### src/rtl/multicycle_sequencer.sv
// multicycle_sequencer
//
// Control FSM for the multicycle core. Each instruction walks through
// FETCH -> DECODE -> EXECUTE -> (MEM) -> WRITEBACK, and the FSM raises the
// memory requests and the IR / register-file / PC write strobes along the way.
// A 64-bit counter tracks retired instructions (one per PC write). The core
// parks in HALT on a trap or when a memory access waits too long.
//
// Parameters
//   TIMEOUT              max cycles to wait for a ready in one access (0 = never)
// Ports
//   clock, reset         clock (rising edge) and async active-high reset
//   inst_ready           instruction memory returns data this cycle
//   data_ready           data memory completes the access this cycle
//   inst_is_load/store/trap  decode class of the IR, sampled in EXECUTE
//   inst_read_enable     instruction memory request
//   ir_write_enable      latch fetched word into the IR
//   data_read_enable     data memory read request
//   data_write_enable    data memory write request
//   regfile_write_enable register-file write strobe
//   pc_write_enable      program-counter write strobe
//   halted, halt_cause   HALT indication and reason (1 = trap, 2 = timeout)
//   retired_count        instructions retired so far (wraps at 2**64)
//   state                debug view of the FSM encoding
module multicycle_sequencer #(
  parameter int TIMEOUT = 16
) (
  input  logic        clock,
  input  logic        reset,
  input  logic        inst_ready,
  input  logic        data_ready,
  input  logic        inst_is_load,
  input  logic        inst_is_store,
  input  logic        inst_is_trap,
  output logic        inst_read_enable,
  output logic        ir_write_enable,
  output logic        data_read_enable,
  output logic        data_write_enable,
  output logic        regfile_write_enable,
  output logic        pc_write_enable,
  output logic        halted,
  output logic [1:0]  halt_cause,
  output logic [63:0] retired_count,
  output logic [2:0]  state
);

  typedef enum logic [2:0] {
    S_FETCH     = 3'd0,
    S_DECODE    = 3'd1,
    S_EXECUTE   = 3'd2,
    S_MEM       = 3'd3,
    S_WRITEBACK = 3'd4,
    S_HALT      = 3'd5
  } state_t;

  localparam logic [1:0] CAUSE_TRAP    = 2'd1;
  localparam logic [1:0] CAUSE_TIMEOUT = 2'd2;

  // Wide enough to hold TIMEOUT-1, the last cycle a wait may last.
  localparam int              WAIT_W    = (TIMEOUT > 1) ? $clog2(TIMEOUT) : 1;
  localparam logic [WAIT_W-1:0] WAIT_LAST = WAIT_W'(TIMEOUT - 1);
  localparam logic [WAIT_W-1:0] WAIT_MAX  = '1;

  state_t              state_q, state_d;
  logic [WAIT_W-1:0]   wait_count_q, wait_count_d;
  logic                is_store_q, is_store_d;
  logic [1:0]          halt_cause_q, halt_cause_d;
  logic [63:0]         retired_count_q, retired_count_d;

  logic                wait_expired;
  logic [WAIT_W-1:0]   wait_count_inc;

  // NOTE: state flops use non-blocking assignments so every flop samples the
  // pre-edge value of the others; reset is asynchronous, so strobes (decoded
  // from state) drop the moment reset rises.
  always_ff @(posedge clock or posedge reset) begin
    if (reset) begin
      state_q         <= S_FETCH;
      wait_count_q    <= '0;
      is_store_q      <= 1'b0;
      halt_cause_q    <= 2'd0;
      retired_count_q <= 64'd0;
    end else begin
      state_q         <= state_d;
      wait_count_q    <= wait_count_d;
      is_store_q      <= is_store_d;
      halt_cause_q    <= halt_cause_d;
      retired_count_q <= retired_count_d;
    end
  end

  // The wait counter saturates instead of wrapping, so a disabled timeout can
  // never alias back to a small count.
  always_comb begin
    wait_expired   = (TIMEOUT != 0) && (wait_count_q == WAIT_LAST);
    wait_count_inc = (wait_count_q == WAIT_MAX) ? wait_count_q
                                                : wait_count_q + WAIT_W'(1);
  end

  // NOTE: every signal written here gets a default first, so no path through
  // the case statement can leave one unassigned and infer a latch.
  always_comb begin
    state_d              = state_q;
    wait_count_d         = wait_count_q;
    is_store_d           = is_store_q;
    halt_cause_d         = halt_cause_q;
    inst_read_enable     = 1'b0;
    ir_write_enable      = 1'b0;
    data_read_enable     = 1'b0;
    data_write_enable    = 1'b0;
    regfile_write_enable = 1'b0;
    pc_write_enable      = 1'b0;
    halted               = 1'b0;

    unique case (state_q)
      S_FETCH: begin
        inst_read_enable = 1'b1;
        // A ready arriving on the last allowed cycle beats the timeout.
        if (inst_ready) begin
          ir_write_enable = 1'b1;
          state_d         = S_DECODE;
        end else if (wait_expired) begin
          state_d      = S_HALT;
          halt_cause_d = CAUSE_TIMEOUT;
        end else begin
          wait_count_d = wait_count_inc;
        end
      end

      S_DECODE: state_d = S_EXECUTE;

      S_EXECUTE: begin
        // Load and store together is an impossible decode; treat it as a trap.
        if (inst_is_trap || (inst_is_load && inst_is_store)) begin
          state_d      = S_HALT;
          halt_cause_d = CAUSE_TRAP;
        end else if (inst_is_load || inst_is_store) begin
          state_d      = S_MEM;
          is_store_d   = inst_is_store;
          wait_count_d = '0;
        end else begin
          state_d = S_WRITEBACK;
        end
      end

      S_MEM: begin
        data_read_enable  = !is_store_q;
        data_write_enable = is_store_q;
        if (data_ready) begin
          // A store has nothing to write back, so it retires right here.
          if (is_store_q) begin
            pc_write_enable = 1'b1;
            state_d         = S_FETCH;
            wait_count_d    = '0;
          end else begin
            state_d = S_WRITEBACK;
          end
        end else if (wait_expired) begin
          state_d      = S_HALT;
          halt_cause_d = CAUSE_TIMEOUT;
        end else begin
          wait_count_d = wait_count_inc;
        end
      end

      S_WRITEBACK: begin
        regfile_write_enable = 1'b1;
        pc_write_enable      = 1'b1;
        state_d              = S_FETCH;
        wait_count_d         = '0;
      end

      S_HALT: halted = 1'b1;

      default: state_d = S_FETCH;
    endcase

    retired_count_d = retired_count_q + 64'(pc_write_enable);
  end

  assign halt_cause    = halt_cause_q;
  assign retired_count = retired_count_q;
  assign state         = state_q;

endmodule

### config.mk
export PLATFORM = sky130hd
export DESIGN_NAME = multicycle_sequencer
export DESIGN_NICKNAME = d
export VERILOG_FILES = /design/src/rtl/multicycle_sequencer.sv
export SDC_FILE = /design/constraint.sdc
export NUM_CORES = 1
export LEC_CHECK = 0
export ABC_AREA = 1
export ABC_CLOCK_PERIOD_IN_PS = 2500
export CORE_MARGIN = 2
export CORE_UTILIZATION = 29
export CTS_BUF_LIST = sky130_fd_sc_hd__clkbuf_8
export CTS_CLUSTER_DIAMETER = 120
export DETAILED_ROUTE_END_ITERATION = 7
export GPL_ROUTABILITY_DRIVEN = 0
export GPL_TIMING_DRIVEN = 0
export SLEW_MARGIN = 30
export SYNTH_ARGS = -nofsm -noshare
export SYNTH_HDL_FRONTEND = slang
export SYNTH_SLANG_ARGS = --single-unit
### constraint.sdc
create_clock -name clock -period 2.5 [get_ports clock]
set_input_delay 0.5 -clock clock [delete_from_list [all_inputs] [get_ports clock]]
set_output_delay 0.5 -clock clock [all_outputs]
set_load 0.05 [all_outputs]
==> reports/qor.tcl <==
set qor(cell_depth_of_the_worst_flop_to_flop_path) 16
set qor(final_period_minus_worst_setup_slack_ns) 2.36
set qor(total_leakage_power_nw) 2.30
set qor(cp_slowest_stage_delay_ns) 0.45
set qor(clkTransAtPathRegs_ns) 0.08
set qor(hold_viol) 0
set qor(globalRouteOverflowTotal) 0
set qor(grt_pass1_vias) 4117
set qor(cts.hold.buffers_added) 0
set qor(num_io_pins) 83
set qor(ff2ff_setup_slack_ns) 0.19
set qor(n_antenna_cell) 0
set qor(max_slew_margin_pct) 64.3
set qor(num-nets-final) 745
set qor(critPathMaxFanout) 6
set qor(postLayoutSetupSlackWorst_ns) 0.139
set qor(cts_tree) {done}
set qor(drt_iter0_drc) 292
set qor(routed_via_density) 4.65
set qor(detail_route.drc_violations) 0
set qor(netlist_area_before_placement_mm2) 0.00439
set qor(share_of_post_route_cells_with_drive_strength_above_1_pct) 10.9
set qor(fp.coreArea_mm2) 0.0146
set qor(pwr_density_cell_mw_per_mm2) 600
set qor(placementRows) 44
set qor(number_of_antenna_violations_at_the_first_check_in_global_routing) 0
set qor(worst-endpoint-required_ns) 2.00
set qor(fraction_of_the_mapped_netlist_area_in_simple_logic_gates_pct) 42.3
set qor(xor_xnor_share_of_the_synthesized_area_pct) 6.58
set qor(antenna_violating_nets_post_route) 0
set qor(worstSetupPathDepth) 8
set qor(dpl.hpwl_um) 10600
set qor(grt_start_max_net_pins) 50
set qor(maxCapViolations) 0
set qor(worstPathBufferInverterCount) 3
set qor(worstMarginPinSlew_ns) 0.534
set qor(clockBufferDepth) 2
set qor(worst-endpoint-arrival_ns) 1.86
set qor(max_freq_ghz) 0.424
set qor(min_path_type) {input pin to asynchronous set/reset pin}
set qor(maxSlewViolCount) 0
set qor(ff_latch_count_synth) 74
set qor(floorplan.initialDensity_pct) 30.0
set qor(fp.dieW_um) 127
set qor(final.setup.tns_ns) 0
set qor(ir_worst_vdd_mv) 0.507
set qor(placement_cell_area_mm2) 0.00557
set qor(cts-root-buf) {sky130_fd_sc_hd__clkbuf_8}
set qor(route.detailed.wl_per_inst_um) 14.3
set qor(die_h_um) 127
set qor(drt-total-wl_um) 13200
set qor(synth_fp_nets) 644
set qor(setup-violations-final) 0
set qor(first_pass_iters) 5
set qor(synth_adder_area_share_pct) 0.855
set qor(cp-start-kind) {flop}
set qor(synth_mux_area_share_pct) 0
set qor(cp_common_cell) {sky130_fd_sc_hd__nor2_4}
set qor(fp.dieArea_mm2) 0.0161
set qor(post-route-period-util_pct) 94.4
set qor(timing.critical_path.slowest_stage_cell) {sky130_fd_sc_hd__dfrtp_2}
set qor(status) {finished, final reports clean}
set qor(synth_top_family_by_area) {simple AND/OR/NAND/NOR gates}
set qor(post_synth.cell_area_avg_um2) 6.92
set qor(cts_inserted_buffers) 9
set qor(post_synth_num_cell_types) 22
set qor(grt_first_pass_wirelength_um) 21300
set qor(cpLargestDelayFamily) {buffers and inverters}
set qor(synthTopCellsByArea) {sky130_fd_sc_hd__dfrtp_1, sky130_fd_sc_hd__nand2_1, sky130_fd_sc_hd__nor2_1, sky130_fd_sc_hd__xnor2_1, sky130_fd_sc_hd__inv_1}
set qor(m1WireLength_um) 6150
set qor(fin_area_mm2) 0.00583
set qor(global_route.usage.total_pct) 17.2
set qor(place.port_buffers) 82
set qor(route.vias.total) 4295
set qor(path_cells) {inv_4 > nand2_4 > nor2_4 > inv_2 > nor2_4 > nand2_2 > o21ai_4 > clkdlybuf4s15_2}
set qor(critical_path.endpoint_type) {output port}
set qor(synthesis_to_finish_area_growth_pct) 32.9
set qor(clock-sinks) 74
set qor(dr.max_layer_used) {met4}
set qor(yosys_warnings) 0
set qor(ctsHtreeMaxLevel) 3
set qor(fin_worst_skew_ns) 0.0118
set qor(syn_inst) 634
set qor(critical_path_class) {flop to output port}
set qor(dp_slack_ns) -0.0519
set qor(synth_top_area_share_pct) 42.2
set qor(met2_length_um) 5970
set qor(seq_area_frac_synth_pct) 42.2
set qor(synth_compound_gate_area_share_pct) 3.36
set qor(dr_wl_met3_um) 677
set qor(post-synth-top-area-cell) {sky130_fd_sc_hd__dfrtp_1}
set qor(clk-insertion-delay-late_ns) 0.37
worst paths after layout:
path	from	to
max reg2reg	state[2]	retired_count[58]
max	state[2]	pc_write_enable
min	reset	retired_count[26]
min reg2reg	halt_cause[0]	halt_cause[0]
max in group asynchronous	reset	state[1]
min in group clock	halt_cause[0]	halt_cause[0]
cells in the final DEF (no fill, tap or decap), types with 3 or more instances in the layout:
master	n
sky130_fd_sc_hd__a21oi_1	3
sky130_fd_sc_hd__buf_4	7
sky130_fd_sc_hd__clkbuf_8	11
sky130_fd_sc_hd__clkdlybuf4s50_1	75
sky130_fd_sc_hd__dfrtp_1	71
sky130_fd_sc_hd__dfrtp_2	3
sky130_fd_sc_hd__dlygate4sd2_1	4
sky130_fd_sc_hd__inv_1	47
sky130_fd_sc_hd__inv_2	6
sky130_fd_sc_hd__nand2_1	231
sky130_fd_sc_hd__nand2_2	12
sky130_fd_sc_hd__nand2_4	3
sky130_fd_sc_hd__nand3_1	29
sky130_fd_sc_hd__nand4_1	17
sky130_fd_sc_hd__nor2_1	119
sky130_fd_sc_hd__nor2_2	12
sky130_fd_sc_hd__nor2_4	11
sky130_fd_sc_hd__o21ai_0	11
sky130_fd_sc_hd__o21ai_1	13
sky130_fd_sc_hd__xnor2_1	22
sky130_fd_sc_hd__xor2_1	11
sequential cells by signal, indices dropped and copies added (netlist names):
register and count:
halt_cause 2, state 3, is_store_q 1, wait_count_q 4, retired_count 64
worst register-to-register path, stage by stage, from the launching register on:
cell                      delay [ns]
sky130_fd_sc_hd__dfrtp_2        0.45
sky130_fd_sc_hd__inv_4          0.11
sky130_fd_sc_hd__nand2_4        0.07
sky130_fd_sc_hd__nor2_4         0.12
sky130_fd_sc_hd__inv_2          0.07
sky130_fd_sc_hd__nor2_4         0.11
sky130_fd_sc_hd__nand2_2        0.08
sky130_fd_sc_hd__o21ai_4        0.09
sky130_fd_sc_hd__ha_4           0.19
sky130_fd_sc_hd__ha_4           0.15
sky130_fd_sc_hd__nand3_4        0.10
sky130_fd_sc_hd__inv_4          0.10
sky130_fd_sc_hd__nand2_4        0.08
sky130_fd_sc_hd__nor2_4         0.16
sky130_fd_sc_hd__nand2_2        0.11
sky130_fd_sc_hd__o21ai_1        0.15
sky130_fd_sc_hd__nand2_1        0.06
per-stage QoR:
step	total power, mW	util (%)	instances	hold WS (ns)
2_1_floorplan	2.22	-	634	0.487
3_3_place_gp	2.53	37.8	900	0.490
3_5_place_dp	2.54	38.1	901	0.496
4_1_cts	3.51	39.4	917	0.452
5_1_grt	3.72	39.8	924	0.463
6_report	3.50	39.8	924	0.463
routing by layer:
| metal | vias to the layer above | global-route usage, % |
|---|---|---|
| met5 | - | 0 |
| met4 | 0 | 7.69 |
| met3 | 24 | 3.73 |
| met2 | 117 | 26.7 |
| met1 | 1955 | 23.3 |
| li1 | 2199 | - |
cells in the mapped netlist:
library cell / instances
sky130_fd_sc_hd__inv_2: 5
sky130_fd_sc_hd__nand2_1: 235
sky130_fd_sc_hd__o211ai_1: 1
sky130_fd_sc_hd__nor2_1: 124
sky130_fd_sc_hd__xor2_1: 11
sky130_fd_sc_hd__a21oi_1: 3
sky130_fd_sc_hd__nand2_2: 9
sky130_fd_sc_hd__o21ai_0: 15
sky130_fd_sc_hd__ha_1: 3
sky130_fd_sc_hd__nand4_1: 17
sky130_fd_sc_hd__nor2_2: 12
sky130_fd_sc_hd__dfrtp_1: 74
sky130_fd_sc_hd__xnor2_1: 22
sky130_fd_sc_hd__nand3_1: 30
sky130_fd_sc_hd__o21ai_1: 10
sky130_fd_sc_hd__nor3_1: 2
sky130_fd_sc_hd__nand2_4: 2
sky130_fd_sc_hd__inv_1: 50
sky130_fd_sc_hd__or2_2: 1
sky130_fd_sc_hd__nor2_4: 6
sky130_fd_sc_hd__nor3b_1: 1
sky130_fd_sc_hd__nand3b_1: 1
report_power, final:
group	internal, mW	total, mW	switching (mW)
sequential	1.30	1.42	0.121
clock	0.510	0.977	0.467
combinational	0.360	1.10	0.743
logic make-up after synthesis:
logic type,Yosys count
xor gates and xnor gates,33
buffers and inverters,55
and+or+nand+nor,440
DFF,74
AOI/OAI and AO/OA,29
adders and majority gates,3
area by class of cell:
type	instances	area [µm²]
Timing Repair Buffer	90	892
Fill cell	1542	8810
Clock buffer	11	151
Clock inverter	5	53.8
Sequential cell	74	1860
Tap cell	184	230
Multi-Input combinational cell	505	2430
Inverter	55	216
timing repair:
action,4_1_cts,5_1_grt
gates resized for setup,11,7
setup endpoints to repair,7,12
pin swaps,0,3
buffers inserted,0,7
hold endpoints to repair,0,0
cloned,0,0
(Power assumes the default switching activity.)
